## src/rtl/mux_scan_sequencer_pkg.sv

```systemverilog
// mux_scan_sequencer_pkg: shared state encoding and default dwell for the mux scan sequencer
package mux_scan_sequencer_pkg;
  typedef enum logic [1:0] {
    IDLE    = 2'd0,
    SETTLE  = 2'd1,
    CAPTURE = 2'd2,
    DONE    = 2'd3
  } state_t;
  localparam int DWELL_DEF = 2;
endpackage

```

## src/rtl/mux_scan_sequencer_dwell_counter.sv

```systemverilog
// dwell_counter: loadable down-counter that stops at zero and flags it
module dwell_counter #(
  parameter int CNT_W = 8
) (
  input  logic             clk,
  input  logic             rst_n,
  input  logic             load,
  input  logic [CNT_W-1:0] load_val,
  input  logic             en,
  output logic             zero
);
  logic [CNT_W-1:0] cnt;
  always_ff @(posedge clk or negedge rst_n)
    if (!rst_n) cnt <= '0;
    else if (load) cnt <= load_val;
    else if (en && cnt != '0) cnt <= cnt - 1'b1;
  assign zero = (cnt == '0);
endmodule

```

## src/rtl/mux_scan_sequencer.sv

```systemverilog
// mux_scan_sequencer: steps mux selects 0..3, samples Y after a dwell, publishes a 4-bit scan word
module mux_scan_sequencer
  import mux_scan_sequencer_pkg::*;
#(
  parameter int DWELL = DWELL_DEF,
  parameter int CNT_W = 8
) (
  input  logic       clk,
  input  logic       rst_n,
  input  logic       start,
  input  logic       continuous,
  input  logic       abort,
  input  logic       Y,
  output logic       S0,
  output logic       S1,
  output logic [3:0] sample,
  output logic       valid,
  output logic       busy,
  output logic       changed
);
  state_t     state, next;
  logic [1:0] sel;
  logic [3:0] shadow;
  logic       load, zero, valid_d, busy_d, cap;
  always_ff @(posedge clk or negedge rst_n)
    if (!rst_n) state <= IDLE;
    else state <= next;
  always_comb begin
    next = abort                ? IDLE :
           (state == IDLE)      ? (start ? SETTLE : IDLE) :
           (state == SETTLE)    ? (zero ? CAPTURE : SETTLE) :
           (state == CAPTURE)   ? ((sel == 2'd3) ? DONE : SETTLE) :
                                  (continuous ? SETTLE : IDLE);
  end
  always_comb begin
    load    = (next == SETTLE) && (state != SETTLE);
    valid_d = (next == DONE);
    busy_d  = (next != IDLE);
    cap     = (state == CAPTURE) && !abort;
  end
  dwell_counter #(.CNT_W(CNT_W)) u_dwell (
    .clk      (clk),
    .rst_n    (rst_n),
    .load     (load),
    .load_val (CNT_W'(DWELL - 1)),
    .en       (state == SETTLE),
    .zero     (zero)
  );
  // sel only advances out of CAPTURE; every return to channel 0 goes through IDLE, DONE or abort
  always_ff @(posedge clk or negedge rst_n)
    if (!rst_n) begin
      sel     <= 2'd0;
      shadow  <= 4'd0;
      sample  <= 4'd0;
      valid   <= 1'b0;
      busy    <= 1'b0;
      changed <= 1'b0;
    end else begin
      valid <= valid_d;
      busy  <= busy_d;
      sel   <= (abort || state == IDLE || state == DONE) ? 2'd0 :
               (cap && sel != 2'd3) ? sel + 2'd1 : sel;
      if (cap) shadow[sel] <= Y;
      if (cap && sel == 2'd3) begin
        sample  <= {Y, shadow[2:0]};
        changed <= ({Y, shadow[2:0]} != sample);
      end
    end
  assign S0 = sel[0];
  assign S1 = sel[1];
endmodule

```

## config.mk

```make
export PLATFORM = sky130hd
export DESIGN_NAME = mux_scan_sequencer
export DESIGN_NICKNAME = d
export VERILOG_FILES = /design/src/rtl/mux_scan_sequencer_pkg.sv /design/src/rtl/mux_scan_sequencer_dwell_counter.sv /design/src/rtl/mux_scan_sequencer.sv
export SDC_FILE = /design/constraint.sdc
export NUM_CORES = 1
export LEC_CHECK = 0
export CORE_AREA = 2 2 67 69
export DETAILED_ROUTE_END_ITERATION = 16
export DIE_AREA = 0 0 69 71
export PLACE_DENSITY = 0.5
export SYNTH_ARGS = -nofsm -noshare
export SYNTH_HDL_FRONTEND = slang
export SYNTH_SLANG_ARGS = --single-unit
```

## constraint.sdc

```tcl
create_clock -name clk -period 2.9 [get_ports clk]
set_input_delay 0.58 -clock clk [delete_from_list [all_inputs] [get_ports clk]]
set_output_delay 0.58 -clock clk [all_outputs]
set_load 0.1 [all_outputs]
```

==> run summary, run 1 <==
outcome - finished clean
pre-CTS setup slack - 0.450 ns
commonest cells in the netlist - 22 x dfrtp_1, 13 x nor2_1, 8 x mux2_2, 6 x ha_1, 6 x inv_1
worst r2r src - u_dwell.cnt[0]
PortBufs - 14
asr flop ratio synth - 100%
num rows - 24
TritonCTS clock tree - built
Core Region - 4200 um2
Seq/Total Area, Yosys - 45.9%
Clock Sinks - 22
die area - 4900 um2
Flop pwr share - 40.9%
DR DRC count - 0
1st-pass router iterations - 2
predominant post-synthesis flop cell - dfrtp_1
final period utilization - 74.3%
slowest CP cell - or4b_2
crit path kind - primary input to register
Avg Vias per Cell - 4.60
Max Fanout on Critical Path - 9
WP data arrival - 2.32 ns
GRT Resource Usage Total - 10.1%
Net count, final - 137
Fmax - 464 MHz
final hold vios - 0
first-pass GRT wire length - 4.07 mm
post-synth top area cell - dfrtp_1
Clock power frac - 26.8%
clock buffer depth - 2
Pint - 711 uW
Hold Crit Start - changed
crit path cell chain - clkdlybuf4s50_1, or4b_2, o41ai_4, nor2_1, a31o_1
Clk Latency, worst-skew pair - 0.26 ns
Pleak - 0.000664 uW
RSZ-0062 raised after global routing - no
setup_tns - 0 ns
max_slew headroom - 54.4%
fin area - 1450 um2
Slowest Stage Delay on Critical Path - 0.71 ns
cells after synthesis - 108
Placed Instance Area - 1370 um2
peak supply drop - 458 uV
Core Util, Final - 34.4%
initial core utilization - 28.5%
most frequent cell after synthesis - dfrtp_1
postcts setup bufs - 0
Layout Cells excl Fill - 176
routability congestion estimate - 0.719
Synth top area share - 45.9%
max-slew violations - 0
Antenna Nets Post-Route - 0
EDFF count, synth - 0
P_sw - 379 uW
MaxCap Viol Count - 0
width of the die - 69 um
Slew @ Worst Pin - 0.683 ns
crit path launch type - primary input
Yosys warnings - 0
grt total ovfl - 0
Critical Path Start - abort
Layout area overhead - 20.6%
Routed WL - 2.15 mm
antenna violations before repair - 0
post-DP HPWL - 1.58 mm
Sw Ratio - 34.8%
Iteration-0 DRC Markers - 24
mapped cell area - 1200 um2
Die Height - 71 um
FF+latch count, synth - 22
largest net degree at the start of global routing - 23
placed cell count - 172
crit path time final - 2.16 ns
Unique masters post-synth - 29
n_diodes - 0
H-tree Lvls - 1
CP Capture Type - register
cts repair resizes - 0
Req. time, crit path - 3.06 ns
synthesized area per cell - 11.1 um2
Final Setup Violations - 0
Routed wire per std cell - 12.2 um
Num CTS Buffers - 3
Post-Syn Nets - 120
largest cells by area after synthesis - dfrtp_1 46%, mux2_2 7.5%, ha_1 6.3%, nor2_1 4.1%, xnor2_1 3.7%
total number of vias - 809
Layout Skew - 0.00253 ns
clk root buf - clkbuf_8
post-route setup slack - 0.744 ns
hold crit path type - register to register
hold_buf cts - 0
Pwr Density - 754 nW/um2
Combinational Power Share - 32.3%
layout cell share with drive strength beyond 1 - 23.4%
number of global-route vias before repair - 887
io pins - 15
Clock transition at path regs - 0.09 ns
## power by group through the flow
stage                     sequential (uW)  clock, uW  combinational (uW)
final                                 446        292                 352
after global routing                  457        314                 399
after CTS                             446        300                 357
after detailed placement              450          0                 357
after global placement                450          0                 353
after floorplan                       455          0                 274
## worst max-delay path, delay by kind of cell
family / cells / cell delay (ns)
AOI/OAI and AO/OA: 2 / 0.37
and+or+nand+nor: 2 / 0.80
buffers and inverters: 1 / 0.56
## layout make-up
| type | instances | area, um2 |
|---|---|---|
| Sequential cell | 22 | 551 |
| Clock buffer | 3 | 41.3 |
| Tap cell | 52 | 65.1 |
| Inverter | 6 | 22.5 |
| Clock inverter | 1 | 30.0 |
| Multi-Input combinational cell | 77 | 611 |
| Timing Repair Buffer | 15 | 125 |
| Fill cell | 431 | 2760 |
## registers in the layout, summed over array words and instances, names as in the netlist
signal	count
sample	4
state	2
busy	1
sel	2
changed	1
valid	1
u_dwell.cnt	8
shadow	3
## routing by layer
layer	GRT usage (%)	share of wire, %	vias to the layer above
li1	-	-	404
met1	13.8	49	393
met2	16.0	46	10
met3	2.14	3.7	2
met4	3.27	0.56	0
met5	0	0	-
## kinds of logic after synthesis
kind of cell / count (synthesis) / synth area share [%]
AND/OR/NAND/NOR: 37 / 17.1
flip-flops: 22 / 45.9
AO/OA/AOI/OAI: 15 / 11.8
multiplexers: 10 / 9.19
XOR/XNOR: 9 / 6.58
buffers and inverters: 9 / 3.13
adder cells (fa/ha/maj): 6 / 6.26
## through the flow
| step | hold WS (ns) | total power (uW) |
|---|---|---|
| 3_3_place_gp | 0.525 | 803 |
| 3_5_place_dp | 0.521 | 807 |
| 4_1_cts | 0.544 | 1100 |
| 5_1_grt | 0.572 | 1170 |
| 2_1_floorplan | 0.284 | 729 |
| 6_report | 0.538 | 1090 |
## path summary, 6_finish.rpt
kind / end / slack (ns) / depth (start not counted)
worst max-delay path: u_dwell.cnt[7] / 0.74 / 5
worst min-delay path: changed / 0.54 / 2
worst max register to register: u_dwell.cnt[2] / 0.88 / 6
worst min register to register: changed / 0.54 / 2
max in group asynchronous: u_dwell.cnt[0] / 2.02 / 2
min in group asynchronous: sel[0] / 0.66 / 2
## cells in the final DEF, fill, tap and decap left out, types with 3 or more instances in the layout
cell	synthesis	routed
dfrtp_1	22	22
nor2_1	13	13
buf_4	0	10
mux2_2	8	8
inv_1	6	6
ha_1	6	6
a21oi_1	5	5
a211oi_1	5	5
xnor2_1	5	5
clkdlybuf4s50_1	0	5
nand2b_1	4	4
nand2_1	4	4
xor2_1	4	4
nor2b_1	3	3
clkbuf_8	0	3
Note: power is estimated with default switching activity, not from simulation.
==> run 2: changes to the inputs <==
==> constraint.sdc (replaced) <==
create_clock -name clk -period 2.01 [get_ports clk]
set_input_delay 0.402 -clock clk [delete_from_list [all_inputs] [get_ports clk]]
set_output_delay 0.402 -clock clk [all_outputs]
set_load 0.1 [all_outputs]
==> run 2 against run 1 <==
Highest routed layer unchanged. Total power rose by 43%. Utilization rose by 1.7 points. Sequential power rose by 44%. Setup slack got worse by 0.56 ns. Flip-flop and latch count did not move. Die area did not move. Global-route usage rose by 0.76 points. Clock power rose by 7.9%. Clock skew fell by 0.0010 ns. Largest cell class unchanged.
==> run summary, run 2 (synthesis results as in run 1) <==
Largest regs - u_dwell.cnt: 8 flops, sample: 4 flops, shadow: 3 flops
Placed Instance Area - 1450 um2
antenna violations before repair - 0
outcome - finished clean
Reg2Reg Depth - 4
layout cell share with drive strength beyond 1 - 31.3%
total number of vias - 840
Die Height - 71 um
TritonCTS clock tree - built
crit path time final - 1.83 ns
Layout Skew - 0.00149 ns
Pwr Density - 1020 nW/um2
max reg flops - 8
clock buffer depth - 2
width of the die - 69 um
num rows - 24
Critical Path Start - u_dwell.cnt[0]
Worst R2R Setup Slack - 0.18 ns
fin area - 1520 um2
Clock Sinks - 22
final hold vios - 0
Slew @ Worst Pin - 0.480 ns
post-DP HPWL - 1.80 mm
Final Power - 1560 uW
DR DRC count - 0
routability congestion estimate - 0.780
Final Setup Violations - 0
GRT met3 Usage - 3.56%
Routed WL - 2.31 mm
hold crit path type - primary input to async pin
Layout area overhead - 26.6%
crit path kind - register to register
number of global-route vias before repair - 926
grt total ovfl - 0
GRT Resource Usage Total - 10.8%
clk root buf - clkbuf_8
final period utilization - 90.8%
worst r2r src - u_dwell.cnt[0]
largest net degree at the start of global routing - 23
crit path launch type - register
n_diodes - 0
Antenna Nets Post-Route - 0
grt peak-use layer - met2
Net count, final - 147
fillers - 440
Slowest Stage Delay on Critical Path - 0.54 ns
peak supply drop - 606 uV
initial core utilization - 28.5%
io pins - 15
WP data arrival - 1.98 ns
slowest CP cell - or4_4
Clk Latency, worst-skew pair - 0.26 ns
Avg Vias per Cell - 4.52
largest reg by FF count - u_dwell.cnt
Core Region - 4200 um2
Num CTS Buffers - 3
commonest non-fill, non-tap cells in the layout - 20 x dfrtp_1, 20 x buf_4, 13 x nor2_1
postcts setup bufs - 0
GRT met1 Usage - 12.9%
Iteration-0 DRC Markers - 30
crit path cell chain - or4_4, a2111oi_4, a211oi_1, a31o_1
die area - 4900 um2
WHS - 0.495 ns
RSZ-0062 raised after global routing - no
max-slew violations - 0
PortBufs - 14
Pleak - 0.000707 uW
Fmax - 548 MHz
max_slew headroom - 68.0%
first-pass GRT wire length - 4.24 mm
hold_buf cts - 0
setup_tns - 0 ns
Max Fanout on Critical Path - 4
Req. time, crit path - 2.16 ns
grt met2 use - 18.7%
H-tree Lvls - 1
Routed wire per std cell - 12.4 um
MaxCap Viol Count - 0
1st-pass router iterations - 3
CP Capture Type - register
Clock transition at path regs - 0.08 ns
Critical R2R Capture - u_dwell.cnt[7]
-- run 2: critical path: cells and delay by family, from the launching register on --
kind	cells	cell delay, ns
and+or+nand+nor	1	0.54
DFF	1	0.43
AOI/OAI and AO/OA	3	0.75
-- run 2: how the worst max path moves through the flow --
stage,end,cells after the start
after floorplan,u_dwell.cnt[7],5
after CTS,u_dwell.cnt[7],4
after detailed placement,u_dwell.cnt[2],6
after global placement,u_dwell.cnt[2],6
after global routing,u_dwell.cnt[2],6
final,u_dwell.cnt[7],4
-- run 2: power by group --
| group | switching (uW) | internal (uW) |
|---|---|---|
| logic | 307 | 289 |
| clock network | 141 | 174 |
| registers | 111 | 533 |
| total | 559 | 997 |
-- run 2: layer usage --
metal	wire length, um	share of wire (%)
met4	27	1.2
met3	107	4.6
met1	1040	45
met5	0	0
met2	1130	49
-- run 2: layout make-up --
cell class	count	area, um2	share of cell area (%)
inverters	6	22.5	1.48
repair buffers	25	200	13.2
flip-flops and latches	22	553	36.4
clock buffers	4	55.1	3.63
multi-input cells	77	622	41.0
well taps	52	65.1	4.29
-- run 2: timing repair --
item,in CTS,in global routing
cloned,0,0
resized for setup,1,1
endpoints found under the hold margin,0,0
setup endpoints to repair,3,1
-- run 2: metrics by stage --
stage                     utilization [%]  setup slack (ns)  std cells
after detailed placement             34.5           -0.0592        182
final                                36.1             0.184        186
after floorplan                         -             0.148        108
after global placement               34.5           -0.0379        182
after CTS                            36.0             0.162        186
after global routing                 36.1            0.0347        186
